===== src/rtl/div_arb_pkg.sv =====
`default_nettype none
// ============================================================================
//  Module   : div_arb_pkg
//  Purpose  : Shared definitions for the divider-sharing arbiter: the arbiter
//             FSM state type, the default requester count and data width,
//             and a helper that sizes requester-index fields.
//  Contents : N_REQ_DEFAULT, WIDTH_DEFAULT, state_t, idx_width()
//  Revision : 1.0 - initial release
// ============================================================================
package div_arb_pkg;

   localparam int N_REQ_DEFAULT = 4;
   localparam int WIDTH_DEFAULT = 32;

   typedef enum logic [1:0] {
      S_IDLE  = 2'd0,
      S_ISSUE = 2'd1,
      S_WAIT  = 2'd2,
      S_DONE  = 2'd3
   } state_t;

   // Width of a field able to hold a requester index 0..n-1 (at least 1 bit).
   function automatic int idx_width(input int n);
      return (n > 1) ? $clog2(n) : 1;
   endfunction

endpackage : div_arb_pkg
`default_nettype wire


===== src/rtl/rr_pick.sv =====
`default_nettype none
// ============================================================================
//  Module   : rr_pick
//  Purpose  : Combinational round-robin winner selection. Searches the
//             request vector starting at (last_grant+1) mod N_REQ and wraps
//             upward; the first set request wins.
//  Ports    : req        in  N_REQ  request vector
//             last_grant in  IDXW   index of the previously served requester
//             grant      out N_REQ  one-hot winner (zero if no request)
//             grant_idx  out IDXW   index of the winner
//             valid      out 1      at least one request present
//  Revision : 1.0 - initial release
// ============================================================================
module rr_pick
   import div_arb_pkg::*;
#(
   parameter  int N_REQ = N_REQ_DEFAULT,
   localparam int IDXW  = idx_width(N_REQ)
) (
   input  logic [N_REQ-1:0] req,
   input  logic [IDXW-1:0]  last_grant,
   output logic [N_REQ-1:0] grant,
   output logic [IDXW-1:0]  grant_idx,
   output logic             valid
);

   int cand;

   always_comb begin
      grant     = '0;
      grant_idx = '0;
      valid     = 1'b0;
      cand      = 0;
      // Offsets 1..N_REQ visit every requester once, the last one being
      // last_grant itself, so the previous winner has lowest priority.
      for (int off = 1; off <= N_REQ; off++) begin
         cand = int'(last_grant) + off;
         if (cand >= N_REQ) begin
            cand = cand - N_REQ;
         end
         if (!valid && req[cand[IDXW-1:0]]) begin
            grant[cand[IDXW-1:0]] = 1'b1;
            grant_idx             = cand[IDXW-1:0];
            valid                 = 1'b1;
         end
      end
   end

endmodule : rr_pick
`default_nettype wire


===== src/rtl/div_share_arbiter.sv =====
`default_nettype none
// ============================================================================
//  Module   : div_share_arbiter
//  Purpose  : Shares one sequential divider among N_REQ requesters. A winner
//             is chosen round-robin in S_IDLE, its operands are latched, the
//             divider is started (S_ISSUE), the result is awaited (S_WAIT)
//             and returned with a one-cycle done pulse (S_DONE).
//  Ports    : i_clk, i_rst (async, active-high)
//             i_req[N_REQ], i_dividend/i_divisor[N_REQ*WIDTH] requester side
//             o_grant, o_done, o_quotient, o_remain, o_busy, o_dbz
//             o_div_start, o_div_dividend, o_div_divisor  -> divider
//             i_div_done, i_div_quotient, i_div_remain    <- divider
//  Config   : DIV_ZERO_BYPASS_EN - when defined, divide-by-zero jobs are
//             answered locally (quotient all-ones, remain = dividend,
//             o_dbz = 1) without starting the divider. Otherwise o_dbz is 0.
//  Revision : 1.0 - initial release
// ============================================================================
module div_share_arbiter
   import div_arb_pkg::*;
#(
   parameter int N_REQ = N_REQ_DEFAULT,
   parameter int WIDTH = WIDTH_DEFAULT
) (
   input  logic                   i_clk,
   input  logic                   i_rst,
   input  logic [N_REQ-1:0]       i_req,
   input  logic [N_REQ*WIDTH-1:0] i_dividend,
   input  logic [N_REQ*WIDTH-1:0] i_divisor,
   output logic [N_REQ-1:0]       o_grant,
   output logic [N_REQ-1:0]       o_done,
   output logic [WIDTH-1:0]       o_quotient,
   output logic [WIDTH-1:0]       o_remain,
   output logic                   o_busy,
   output logic                   o_dbz,
   output logic                   o_div_start,
   output logic [WIDTH-1:0]       o_div_dividend,
   output logic [WIDTH-1:0]       o_div_divisor,
   input  logic                   i_div_done,
   input  logic [WIDTH-1:0]       i_div_quotient,
   input  logic [WIDTH-1:0]       i_div_remain
);

   localparam int IDXW = idx_width(N_REQ);

   state_t            state;
   logic [IDXW-1:0]   last_grant;
   logic [IDXW-1:0]   grant_idx;
   logic [N_REQ-1:0]  grant_reg;
   logic [N_REQ-1:0]  done_reg;
   logic [WIDTH-1:0]  quotient_reg;
   logic [WIDTH-1:0]  remain_reg;
   logic              busy_reg;
   logic              start_reg;
   logic [WIDTH-1:0]  dividend_reg;
   logic [WIDTH-1:0]  divisor_reg;

   logic [N_REQ-1:0]  pick_grant;
   logic [IDXW-1:0]   pick_idx;
   logic              pick_valid;
   logic [WIDTH-1:0]  sel_dividend;
   logic [WIDTH-1:0]  sel_divisor;

   rr_pick #(
      .N_REQ (N_REQ)
   ) u_rr_pick (
      .req        (i_req),
      .last_grant (last_grant),
      .grant      (pick_grant),
      .grant_idx  (pick_idx),
      .valid      (pick_valid)
   );

   // Operands of the prospective winner; only latched on the grant cycle.
   always_comb begin
      sel_dividend = '0;
      sel_divisor  = '0;
      for (int k = 0; k < N_REQ; k++) begin
         if (pick_grant[k]) begin
            sel_dividend = i_dividend[k*WIDTH +: WIDTH];
            sel_divisor  = i_divisor[k*WIDTH +: WIDTH];
         end
      end
   end

`ifdef DIV_ZERO_BYPASS_EN
   logic dbz_reg;
   assign o_dbz = dbz_reg;
`else
   assign o_dbz = 1'b0;
`endif

   always_ff @(posedge i_clk or posedge i_rst) begin
      if (i_rst) begin
         state        <= S_IDLE;
         last_grant   <= IDXW'(N_REQ - 1);
         grant_idx    <= '0;
         grant_reg    <= '0;
         done_reg     <= '0;
         quotient_reg <= '0;
         remain_reg   <= '0;
         busy_reg     <= 1'b0;
         start_reg    <= 1'b0;
         dividend_reg <= '0;
         divisor_reg  <= '0;
`ifdef DIV_ZERO_BYPASS_EN
         dbz_reg      <= 1'b0;
`endif
      end else begin
         // Pulse outputs default low; they are raised only on entry to the
         // state that owns them, so each lasts exactly one cycle.
         done_reg  <= '0;
         start_reg <= 1'b0;

         case (state)
            S_IDLE: begin
               if (pick_valid) begin
                  grant_reg    <= pick_grant;
                  grant_idx    <= pick_idx;
                  dividend_reg <= sel_dividend;
                  divisor_reg  <= sel_divisor;
                  busy_reg     <= 1'b1;
`ifdef DIV_ZERO_BYPASS_EN
                  if (sel_divisor == '0) begin
                     // Result is known immediately; the divider is never
                     // started and the done pulse appears next cycle.
                     quotient_reg <= '1;
                     remain_reg   <= sel_dividend;
                     dbz_reg      <= 1'b1;
                     done_reg     <= pick_grant;
                     state        <= S_DONE;
                  end else begin
                     start_reg <= 1'b1;
                     state     <= S_ISSUE;
                  end
`else
                  start_reg <= 1'b1;
                  state     <= S_ISSUE;
`endif
               end
            end

            S_ISSUE: begin
               state <= S_WAIT;
            end

            S_WAIT: begin
               if (i_div_done) begin
                  quotient_reg <= i_div_quotient;
                  remain_reg   <= i_div_remain;
`ifdef DIV_ZERO_BYPASS_EN
                  dbz_reg      <= 1'b0;
`endif
                  done_reg     <= grant_reg;
                  state        <= S_DONE;
               end
            end

            S_DONE: begin
               last_grant <= grant_idx;
               grant_reg  <= '0;
               busy_reg   <= 1'b0;
               state      <= S_IDLE;
            end

            default: begin
               state <= S_IDLE;
            end
         endcase
      end
   end

   assign o_grant        = grant_reg;
   assign o_done         = done_reg;
   assign o_quotient     = quotient_reg;
   assign o_remain       = remain_reg;
   assign o_busy         = busy_reg;
   assign o_div_start    = start_reg;
   assign o_div_dividend = dividend_reg;
   assign o_div_divisor  = divisor_reg;

endmodule : div_share_arbiter
`default_nettype wire

===== config.mk =====
export PLATFORM = sky130hd
export DESIGN_NAME = div_share_arbiter
export DESIGN_NICKNAME = d
export VERILOG_FILES = /design/src/rtl/div_arb_pkg.sv /design/src/rtl/rr_pick.sv /design/src/rtl/div_share_arbiter.sv
export SDC_FILE = /design/constraint.sdc
export NUM_CORES = 1
export LEC_CHECK = 0
export BUFFER_PORTS_ARGS = -buffer_cell sky130_fd_sc_hd__clkbuf_2
export CAP_MARGIN = 20
export CORE_AREA = 2 2 180 182
export DETAILED_ROUTE_END_ITERATION = 8
export DIE_AREA = 0 0 182 184
export PLACE_DENSITY = 0.6
export SLEW_MARGIN = 20
export SYNTH_ARGS = -nofsm -noshare
export SYNTH_HDL_FRONTEND = slang
export SYNTH_SLANG_ARGS = --single-unit
export TNS_END_PERCENT = 30

===== constraint.sdc =====
create_clock -name i_clk -period 6 [get_ports i_clk]
set_clock_uncertainty 0.05 [all_clocks]
set_input_delay 1.2 -clock i_clk [delete_from_list [all_inputs] [get_ports i_clk]]
set_output_delay 1.2 -clock i_clk [all_outputs]
set_load 0.1 [all_outputs]

Word-level counts from Yosys, hierarchy flattened
Index checks and enable logic that the tools add are counted.
{"block": "totals", "word_cells": 106, "in_bits": 327, "register_bits": 144, "output_inout_bits": 139}
{"block": "op_classes", "magnitude_cmp": 12, "n_addsub": 8, "n_eq_ne": 5, "n_reduce_logical": 16, "n_mux": 51, "bitwise_logic": 3}
{"op": "two-way mux 32 bit", "n": 8}
{"op": "two-way mux 4 bit", "n": 7}
{"op": "two-way mux 2 bit", "n": 10}
{"op": "two-way mux 1 bit", "n": 15}
{"op": "< comparator 2 x 3 -> 1 bit, second input constant", "n": 4}
{"op": "OR 4 bit", "n": 3}
{"op": "greater-or-equal comparator 3 bit, second input constant", "n": 3}
{"op": "binary-select mux 1 bit (select 2 bit)", "n": 4}
{"op": "demux 1 bit (select 2 bit)", "n": 4}
{"op": "greater-or-equal comparator 2 x 1 -> 1 bit, second input constant", "n": 4}
{"op": "one-hot mux 2 bit (4 select lines)", "n": 1}
{"op": "one-hot mux 4 bit (2 select lines)", "n": 1}
{"op": "AND reduction 2 bit", "n": 4}
{"op": "subtractor 2 x 1 -> 2 bit, second input constant", "n": 4}
{"op": "logical AND 1 bit", "n": 7}
{"op": "adder 2 x 2 -> 3 bit, second input constant", "n": 2}
{"op": "adder 2 x 3 -> 4 bit, second input constant", "n": 1}
{"op": "== test 2 bit, second input constant", "n": 2}
{"op": "greater-or-equal comparator 4 x 3 -> 1 bit, second input constant", "n": 1}
{"op": "inequality test 2 bit, second input constant", "n": 2}
{"op": "adder 2 x 1 -> 3 bit, second input constant", "n": 1}
{"op": "logical NOT 1 bit", "n": 3}
{"op": "== test 2 x 1 -> 1 bit, second input constant", "n": 1}
{"op": "logical NOT 2 bit", "n": 1}
{"op": "other kinds (2)", "n": 2}

Depth between registers and ports, before layout
Gate-level depths: netlist (run 1).
{"block": "depth", "depth_word": 19, "mapped_depth": 13, "mapped_depth_nobuf": 8}

By module
Synthesis (run 1) repeated with hierarchy kept, for this count alone.
{"block": "unflattened", "hier_cells": 640, "hier_area_um2": 7753.7}
{"mod": "div_share_arbiter", "area_each_um2": 7228.2, "n_inst": 1, "seq_area_each_um2": 3606.0, "cells_each": 572}
{"mod": "rr_pick", "area_each_um2": 525.5, "n_inst": 1, "seq_area_each_um2": 0.0, "cells_each": 68}

Worst setup path before layout (run 1)
OpenSTA, ideal clock, no wires.
{"block": "synth_timing", "kind": "input-to-reg", "from": "in i_req[2]", "to": "reg divisor_reg[20], in the netlist o_div_divisor[20]", "t_arrival_ps": 3269, "t_required_ps": 5823, "slack_ps": 2553, "stages": 10, "setup_time_ps": 127, "n_path_buf": 4, "cell_sequence": "buf_2 -> mux4_2 -> buf_6 -> a21oi_2 -> a21oi_1 -> or4b_1 -> buf_4 -> buf_6 -> a31oi_2 -> a211oi_2"}
{"block": "synth_via", "elab_chain_len": 16, "word_cells_on_any_way": 30, "classes_between": "20 x mux; 3 x bitwise; 7 x reduce/logical"}
{"element": "start, declared", "line_no": "div_share_arbiter.sv:26", "source": "input logic [N_REQ-1:0] i_req,"}
{"element": "binary-select mux 1 bit (select 2 bit)", "line_no": "rr_pick.sv:41", "source": "if (!valid && req[cand[IDXW-1:0]]) begin"}
{"element": "two-way mux 1 bit (implied by the code)", "line_no": "rr_pick.sv:41"}
{"element": "two-way mux 1 bit", "line_no": "rr_pick.sv:41"}
{"element": "logical NOT 1 bit", "line_no": "rr_pick.sv:41"}
{"element": "logical AND 1 bit", "line_no": "rr_pick.sv:41"}
{"element": "two-way mux 1 bit", "line_no": "rr_pick.sv:41"}
{"element": "logical NOT 1 bit", "line_no": "rr_pick.sv:41"}
{"element": "logical AND 1 bit", "line_no": "rr_pick.sv:41"}
{"element": "two-way mux 1 bit", "line_no": "rr_pick.sv:41"}
{"element": "logical NOT 1 bit", "line_no": "rr_pick.sv:41"}
{"element": "logical AND 1 bit", "line_no": "rr_pick.sv:41"}
{"element": "two-way mux 4 bit", "line_no": "rr_pick.sv:41"}
{"element": "two-way mux 32 bit (4 in a row)", "line_no": "div_share_arbiter.sv:78", "source": "if (pick_grant[k]) begin"}
{"element": "end signal, assigned", "line_no": "div_share_arbiter.sv:120", "source": "divisor_reg <= sel_divisor;"}
{"element": "end, declared", "line_no": "div_share_arbiter.sv:55", "source": "logic [WIDTH-1:0] divisor_reg;"}
Parallel ways exist; a longest one is shown, timed or not. The select of a mux whose other input is x is not followed.
A chain may end at the register's enable or synchronous reset.

Worst setup path after layout (run 1)
{"block": "layout_timing", "from": "reg last_grant[0]", "to": "reg divisor_reg[1], in the netlist o_div_divisor[1]"}
{"block": "layout_via", "elab_chain_len": 19, "word_cells_on_any_way": 66, "classes_between": "8 x add/sub; 12 x order compare; 32 x mux; 3 x bitwise; 11 x reduce/logical"}
{"element": "start, declared", "line_no": "div_share_arbiter.sv:46", "source": "logic [IDXW-1:0] last_grant;"}
{"element": "start signal, assigned", "line_no": "div_share_arbiter.sv:95", "source": "last_grant <= IDXW'(N_REQ - 1);"}
{"element": "start signal, assigned", "line_no": "div_share_arbiter.sv:159", "source": "last_grant <= grant_idx;"}
{"element": "parallel branches: the longest is 19 deep, another holds adder 2 x 1 -> 3 bit"}
Parallel ways; which one is timed is not known. The select of a mux whose other input is x is not followed.

==> impl_metrics.json, run 1 <==
{
  "outcome": "complete, no violations",
  "gp_congestion": 0.9070,
  "htreeDepth": 4,
  "cp.required_ns": 6.30,
  "yosys_warnings": 0,
  "routed_via_density": 4.954,
  "core_area_sq_um": 31390,
  "cts_buffer_depth": 2,
  "finalSetupViolCount": 0,
  "fmax_mhz": 224.9,
  "antenna_found_initial": 1,
  "rsz0062_at_grt": "false",
  "clock_latency_ns": 0.44,
  "io_pins": 466,
  "numCtsBuffers": 17,
  "synthFlopType": "dfrtp_1",
  "dr.pass1.iters": 5,
  "worstMarginPinSlew_ns": 1.069,
  "min_path_type": "flip-flop to flip-flop",
  "drive_gt1_frac": 0.5540,
  "clk_root_buffer_cell": "clkbuf_16",
  "hold_depth": 2,
  "grt_usage": 0.1864,
  "relSlewSlack": 0.2872,
  "max_stage_delay_ns": 0.76,
  "synth_top_area_share": 0.4684,
  "die_area_sq_um": 33490,
  "cp.arrival_ns": 4.75,
  "cts.sinks": 144,
  "finalCritPeriodShare": 0.7412,
  "start_util": 0.2417,
  "drt_iter0_drc": 308,
  "yosysUniqueCellTypes": 47,
  "overflow": 0,
  "drc_errors": 0,
  "yosysTopAreaCell": "dfrtp_1",
  "row_count": 65,
  "synth_enable_flop_cells": 0,
  "syn-cell-area_sq_um": 7586,
  "crit_type": "flip-flop to flip-flop",
  "synthTopCellsByArea": "dfrtp_1 47%, mux2_2 9.8%, o22ai_1 5.7%",
  "rr_worst_depth": 9,
  "rr_startpoint": "last_grant[0]",
  "top_layer": "met4",
  "grt_max_degree": 70,
  "regArea_sq_um": 3606,
  "setup_tns_ns": 0,
  "end_kind": "flip-flop",
  "cts-hold-fix-buffers": 0,
  "wl_met3_um": 2666,
  "drtAntennaViolNets": 0,
  "dpl.cell_count": 1518,
  "reg2reg_slack_ns": 1.55,
  "die_width_um": 182,
  "asyncSetResetFlopFracSynth": 1.000,
  "fin_util": 0.3445,
  "vias": 7683,
  "routedLengthMet1_um": 12750,
  "ys_seq_area_frac": 0.4753,
  "portBuffers": 464,
  "final_cells": 1551,
  "ys_ff_latch": 144,
  "wl_met2_um": 15910,
  "first_global_vias": 8043,
  "routedWlPerCell_um": 20.76,
  "fill_cells": 3238,
  "worst_setup_path_start_kind": "flip-flop",
  "setup.worst_path.end": "o_div_divisor[1]",
  "syn_inst": 703,
  "die_y_um": 184,
  "slew_violations": 0,
  "post-cts-setup-buffers": 0,
  "tritoncts": "yes",
  "cp-startpoint": "last_grant[0]",
  "multi_input_area_sq_um": 3630,
  "final_nets": 1474,
  "clk_pin_slew_worst_paths_ns": 0.07,
  "hold_violations": 0,
  "routed_wl_um": 32190,
  "crit_chain": "inv_1 -> ha_1 -> mux4_2 -> or2_4 -> nor3_4 -> o2bb2ai_4 -> buf_4 -> a31oi_1 -> a211oi_1",
  "grt_pass1_wl_um": 47130,
  "drv_cap": 0,
  "ctsResizeCount": 0,
  "fin_crit_ns": 4.447,
  "dp_hpwl_um": 23530,
  "syn-num-nets": 1042,
  "crit_fanout": 40,
  "syn_to_final_growth_pct": 42.57,
  "r2r-end": "o_div_divisor[1]",
  "syn_area_per_cell_sq_um": 10.79,
  "slowest_stage": "dfstp_2"
}
cells in the mapped netlist (all sizes together), types with 5 or more instances:
cell type	instances
mux2i	5
dfrtp	142
o21ai	8
inv	9
a211oi	65
buf	37
nand2	77
a21oi	7
nand2b	5
ha	12
mux2	66
a31oi	64
clkbuf	24
nor2	71
o22ai	69
worst max-delay path, delay by kind of cell, from the launching register on:
kind | cells | cell delay (ns)
adders and majority gates | 1 | 0.52
muxes | 1 | 0.52
and+or+nand+nor | 2 | 0.61
buffers and inverters | 2 | 0.89
AOI/OAI and AO/OA | 3 | 0.92
DFF | 1 | 0.76
stage by stage:
step | cell area (sq um) | hold slack, ns | worst slack (ns)
floorplan | 7586 | 0.3885 | 0.8870
global placement | 10200 | 0.4167 | 1.666
detailed placement | 10200 | 0.4288 | 1.580
CTS | 10810 | 0.4439 | 1.565
global route | 10810 | 0.4582 | 1.311
finish | 10820 | 0.4342 | 1.553
state kept, by name (all words and copies together) (netlist names), 2 cells and up:
signal          count
o_done              4
o_div_dividend     32
o_remain           32
o_div_divisor      32
o_grant             4
state               2
last_grant          2
grant_idx           2
o_quotient         32
cells in the final DEF (no fill, tap or decap), drive strengths merged, types with 2 or more instances in the layout:
cell type / netlist / routed
clkbuf: 24 / 484
dfrtp: 142 / 142
nand2: 77 / 77
nor2: 71 / 71
o22ai: 69 / 69
mux2: 66 / 66
a211oi: 65 / 65
a31oi: 64 / 64
ha: 12 / 12
inv: 9 / 11
buf: 37 / 10
o21ai: 8 / 8
a21oi: 7 / 7
mux2i: 5 / 5
nand2b: 5 / 5
mux4: 4 / 4
and3: 4 / 4
clkinvlp: 0 / 4
a22o: 4 / 4
bufinv: 0 / 3
clkinv: 0 / 3
nor2b: 2 / 2
nor4: 2 / 2
nand3b: 2 / 2
o32a: 2 / 2
a221oi: 2 / 2
dfstp: 2 / 2
o211ai: 2 / 2
a21o: 2 / 2
metal layers:
metal  vias up  GRT usage
met1      3739     0.2188
met2       402     0.3197
met5         -          0
li1       3494          -
met3        48    0.05646
met4         0    0.07258
final cells by class:
type | instances | area share
repair buffers | 474 | 0.2240
inverters | 9 | 0.003586
well taps | 402 | 0.04651
clock inverters | 12 | 0.01446
flip-flops and latches | 144 | 0.3334
clock buffers | 20 | 0.04223
diodes | 1 | 0.0002314
multi-input cells | 489 | 0.3356
how the worst min path moves through the flow:
| stage | startpoint | end |
|---|---|---|
| floorplan | grant_idx[0] | grant_idx[0] |
| global placement | grant_idx[0] | grant_idx[0] |
| detailed placement | grant_idx[0] | grant_idx[0] |
| CTS | grant_idx[0] | grant_idx[0] |
| global route | grant_idx[0] | grant_idx[0] |
| finish | grant_idx[0] | grant_idx[0] |
cell families (layout without fill, tap and decap cells):
| family | Yosys count | after routing | share of synthesized area |
|---|---|---|---|
| simple gates | 169 | 169 | 0.09335 |
| flops | 144 | 144 | 0.4753 |
| other cells | 1 | 2 | 0.0004943 |
| fa+ha+maj | 12 | 12 | 0.01979 |
| compound gates | 232 | 232 | 0.2444 |
| buf+inv | 70 | 515 | 0.05014 |
| mux | 75 | 75 | 0.1164 |
Power of run 1 is left out: the tool's default activity adds up to more than one toggle a clock period on the data nets, which glitch-free logic cannot reach.
==> inputs of run 2 (changes only) <==
Clock period 6 ns to 4.2 ns, I/O delays scaled along.
==> run 2 against run 1 <==
Against the previous run:
- critical endpoint is now o_div_dividend[25]
- via count is 1.1% lower
- cell area increased by 0.99%
- die area did not move
- worst hold slack gained 0.014 ns
- critical path depth stayed put
- count of clock-buffer cells in the layout down 2
- sequential share of layout area is 0.33 points lower
==> impl_metrics.json, run 2 (synthesized netlist as in run 1, its figures left out) <==
{
  "end_kind": "flip-flop",
  "met2_usage": 0.3122,
  "outcome": "complete, no violations",
  "numCtsBuffers": 17,
  "tritoncts": "yes",
  "portBuffers": 464,
  "crit_fanout": 41,
  "start_util": 0.2417,
  "drc_errors": 0,
  "finalCritPeriodShare": 0.9007,
  "final_nets": 1480,
  "worst_setup_path_start_kind": "flip-flop",
  "path_buf_inv": 2,
  "rr_startpoint": "last_grant[1]",
  "hold_slack_ns": 0.4483,
  "die_width_um": 182,
  "grtUsageMet1": 0.2163,
  "routedWlPerCell_um": 20.01,
  "post-cts-setup-buffers": 0,
  "grtUsageMet3": 0.04635,
  "gp_congestion": 0.8234,
  "ctsResizeCount": 0,
  "slowest_stage": "dfstp_2",
  "clk_root_buffer_cell": "clkbuf_16",
  "cp-startpoint": "last_grant[1]",
  "routed_via_density": 4.889,
  "routed_wl_um": 31120,
  "crit_family": "simple AND/OR/NAND/NOR gates",
  "relSlewSlack": 0.2957,
  "die_area_sq_um": 33490,
  "max_stage_delay_ns": 0.67,
  "clk_pin_slew_worst_paths_ns": 0.06,
  "crit_chain": "inv_1 -> ha_1 -> mux4_2 -> or2_4 -> nor3_4 -> a22o_2 -> buf_4 -> nand2_1 -> a211oi_1",
  "cp.required_ns": 4.47,
  "antenna_cells": 0,
  "layout_common_cells": "464 x clkbuf_2, 142 x dfrtp_1, 76 x nand2_1",
  "htreeDepth": 4,
  "cts.sinks": 144,
  "grt_usage": 0.1804,
  "rsz0062_at_grt": "false",
  "drtAntennaViolNets": 0,
  "worstMarginPinSlew_ns": 1.056,
  "clock_latency_ns": 0.42,
  "cts-hold-fix-buffers": 0,
  "die_y_um": 184,
  "drv_cap": 0,
  "syn_to_final_growth_pct": 43.99,
  "hold_start": "grant_idx[0]",
  "setup_tns_ns": 0,
  "drive_gt1_frac": 0.5568,
  "dp_hpwl_um": 23240,
  "finalSetupViolCount": 0,
  "grt_pass1_wl_um": 45830,
  "first_global_vias": 7635,
  "crit_type": "flip-flop to flip-flop",
  "top_usage_layer": "met2",
  "vias": 7602,
  "fmax_mhz": 264.4,
  "layout_commonest_cell": "clkbuf_2",
  "dr.pass1.iters": 5,
  "fin_crit_ns": 3.783,
  "cp.arrival_ns": 4.05,
  "core_area_sq_um": 31390,
  "min_path_type": "flip-flop to flip-flop",
  "hold_violations": 0,
  "grt_max_degree": 145,
  "cts_buffer_depth": 2,
  "antenna_found_initial": 1,
  "overflow": 0,
  "row_count": 65,
  "slew_violations": 0,
  "drt_iter0_drc": 348,
  "io_pins": 466
}
run 2: changes by cell type in the layout (fill, tap and decap cells not counted), sizes merged:
| cell | before | now |
|---|---|---|
| diode | 1 | 0 |
| clkbuf | 484 | 482 |
| clkinvlp | 4 | 2 |
| buf | 10 | 16 |
| bufinv | 3 | 4 |
| inv | 11 | 13 |
run 2: through the flow:
stage	instances	area, sq um	setup WS (ns)	util
after floorplan	703	7590	0.8599	-
after global placement	1524	10280	0.4884	0.3275
after detailed placement	1524	10280	0.4030	0.3275
after CTS	1555	10920	0.3892	0.3479
after global routing	1555	10920	0.1905	0.3479
final	1555	10920	0.4172	0.3479
run 2: path summary, 6_finish.rpt:
| path | end | depth (start not counted) | slack [ns] |
|---|---|---|---|
| max | o_div_dividend[25] | 9 | 0.42 |
| min | grant_idx[0] | 2 | 0.45 |
| max reg2reg | o_div_dividend[25] | 9 | 0.42 |
| min reg2reg | grant_idx[0] | 2 | 0.45 |
| max in group asynchronous | o_div_dividend[1] | 3 | 2.81 |
| min in group asynchronous | o_quotient[18] | 3 | 0.58 |
run 2: tightest hold or removal path: cells and delay by family, from the launching register on:
kind | cells | cell delay, ns
DFF | 1 | 0.36
and+or+nand+nor | 2 | 0.11
run 2: final cells by class:
type	count	area (sq um)
inverters	9	37.54
clock buffers	18	439.2
clock inverters	13	202.7
well taps	402	503.0
flip-flops and latches	144	3606
multi-input cells	489	3630
repair buffers	480	2505
fillers	3251	20470
run 2: layer usage:
metal / vias up / part of all wire
li1: 3513 / -
met1: 3669 / 0.40
met3: 36 / 0.077
met5: - / 0.00042
met2: 382 / 0.50
met4: 2 / 0.026
Power of run 2 is left out for the same reason.
==> inputs of run 3 (changes only) <==
Settings changed: CORE_AREA 2 2 180 182 to 2 2 182 184, DIE_AREA 0 0 182 184 to 0 0 184 186, SYNTH_HIERARCHICAL set to 1.
==> run 3 against run 2 <==
Against the previous run:
- the flow now finishes with violations (DRC)
- cell count decreased by 2.9%
- die area up 2.2%
- critical endpoint is now o_div_dividend[1]
- worst hold slack lost 0.18 ns
- first-iteration DRC count increased by 73%
- non-clock buffer count grew 10
- sequential share of layout area shrank 0.50 points
- critical path type unchanged
==> impl_metrics.json, run 3 <==
{
  "cts_buffer_depth": 2,
  "clk_root_buffer_cell": "clkbuf_16",
  "htreeDepth": 4,
  "syn_to_final_growth_pct": 43.04,
  "worstMarginPinSlew_ns": 0.8630,
  "path_buf_inv": 2,
  "syn-num-nets": 979,
  "final_nets": 1426,
  "ys_seq_area_frac": 0.4651,
  "die_width_um": 184,
  "worst_setup_path_start_kind": "flip-flop",
  "gp_congestion": 0.7971,
  "rr_worst_depth": 9,
  "dr.pass1.iters": 9,
  "placed_cell_area_sq_um": 10450,
  "crit_family": "compound AO/OA/AOI/OAI gates",
  "violations": "DRC",
  "crit_type": "flip-flop to flip-flop",
  "yosys_warnings": 6,
  "finalSetupViolCount": 0,
  "grt_pass1_wl_um": 40920,
  "hold_violations": 0,
  "synthFlopType": "dfrtp_1",
  "drive_gt1_frac": 0.5464,
  "relSlewSlack": 0.4247,
  "rsz0062_at_grt": "false",
  "tritoncts": "yes",
  "final_cells": 1510,
  "synthTopCellsByArea": "dfrtp_1 46%, a221oi_2 12%, mux2_1 9.7%",
  "post-cts-setup-buffers": 0,
  "dp_hpwl_um": 21470,
  "fin_area_sq_um": 11090,
  "min_path_type": "primary input to asynchronous set/reset pin",
  "drt_iter0_drc": 603,
  "syn-cell-area_sq_um": 7754,
  "crit_cells": 9,
  "fin_crit_ns": 3.597,
  "reg2reg_slack_ns": 0.60,
  "outcome": "complete, but fails checks",
  "die_y_um": 186,
  "cts-hold-fix-buffers": 0,
  "crit_chain": "inv_2 -> ha_1 -> mux2i_4 -> o21ai_1 -> a221o_1 -> nor2b_4 -> buf_4 -> a222oi_1 -> a221oi_2",
  "routed_wl_um": 28630,
  "end_kind": "flip-flop",
  "cp.arrival_ns": 3.84,
  "overflow": 0,
  "layout_commonest_cell": "clkbuf_2",
  "setup_tns_ns": 0,
  "ys_ff_latch": 144,
  "dpl.cell_count": 1476,
  "core_area_sq_um": 32210,
  "portBuffers": 464,
  "ctsResizeCount": 0,
  "die_area_sq_um": 34220,
  "slew_violations": 0,
  "yosysUniqueCellTypes": 48,
  "row_count": 66,
  "synth_commonest_cells": "142 x dfrtp_1, 69 x nor2_1, 68 x nor2b_1, 67 x mux2_1, 62 x a222oi_1",
  "layout_common_cells": "464 x clkbuf_2, 142 x dfrtp_1, 69 x nor2_1",
  "finalCritPeriodShare": 0.8564,
  "yosysMostFrequentCell": "dfrtp_1",
  "antenna_found_initial": 2,
  "first_global_vias": 7096,
  "numCtsBuffers": 17,
  "grt_max_degree": 136,
  "clock_latency_ns": 0.43,
  "drv_cap": 0,
  "yosysTopAreaCell": "dfrtp_1",
  "hold_slack_ns": 0.2686,
  "drtAntennaViolNets": 0,
  "cp.required_ns": 4.44,
  "asyncSetResetFlopFracSynth": 1.000,
  "io_pins": 466,
  "clk_pin_slew_worst_paths_ns": 0.07,
  "grt_usage": 0.1592,
  "routedWlPerCell_um": 18.96,
  "cts.sinks": 144,
  "fmax_mhz": 278.0,
  "crit_fanout": 30,
  "synth_top_area_share": 0.4583,
  "drc_errors": 4,
  "start_util": 0.2408,
  "syn_area_per_cell_sq_um": 12.12,
  "max_stage_delay_ns": 0.73,
  "routed_via_density": 4.812,
  "syn_inst": 640,
  "slowest_stage": "dfstp_2",
  "vias": 7266,
  "synth_enable_flop_cells": 0
}
run 3: worst paths after layout:
check	startpoint	endpoint
worst max-delay path	last_grant[0]	o_div_dividend[1]
worst min-delay path	i_rst	o_quotient[5]
worst max register to register	last_grant[0]	o_div_dividend[1]
worst min register to register	grant_idx[0]	grant_idx[0]
max in group asynchronous	i_rst	o_div_divisor[14]
min in group i_clk	grant_idx[0]	grant_idx[0]
run 3: cell families after synthesis:
logic type	count (synthesis)	synth area share
AOI/OAI and AO/OA	165	0.2356
and+or+nand+nor	174	0.1147
other	1	0.0004836
buffers and inverters	71	0.05616
DFF	144	0.4651
adders and majority gates	12	0.01936
muxes	73	0.1086
run 3: final cells by class:
| type | count | area [sq um] |
|---|---|---|
| Fill cell | 3320 | 21120 |
| Multi-Input combinational cell | 425 | 3731 |
| Sequential cell | 144 | 3606 |
| Timing Repair Buffer | 490 | 2567 |
| Tap cell | 408 | 510.5 |
| Clock buffer | 18 | 439.2 |
| Clock inverter | 14 | 193.9 |
| Inverter | 9 | 37.54 |
| Antenna cell | 2 | 5.005 |
run 3: through the flow:
stage | setup slack, ns | util
global route | 0.3465 | 0.3444
finish | 0.6032 | 0.3444
detailed placement | 0.5681 | 0.3246
CTS | 0.5681 | 0.3442
floorplan | 1.182 | -
global placement | 0.6301 | 0.3246
run 3: layer usage:
layer | global-route usage | wire length [um]
met1 | 0.1951 | 11860
met4 | 0.07488 | 892
met3 | 0.03346 | 1647
met5 | 0 | 0
met2 | 0.2678 | 14230
Power of run 3 is left out for the same reason.
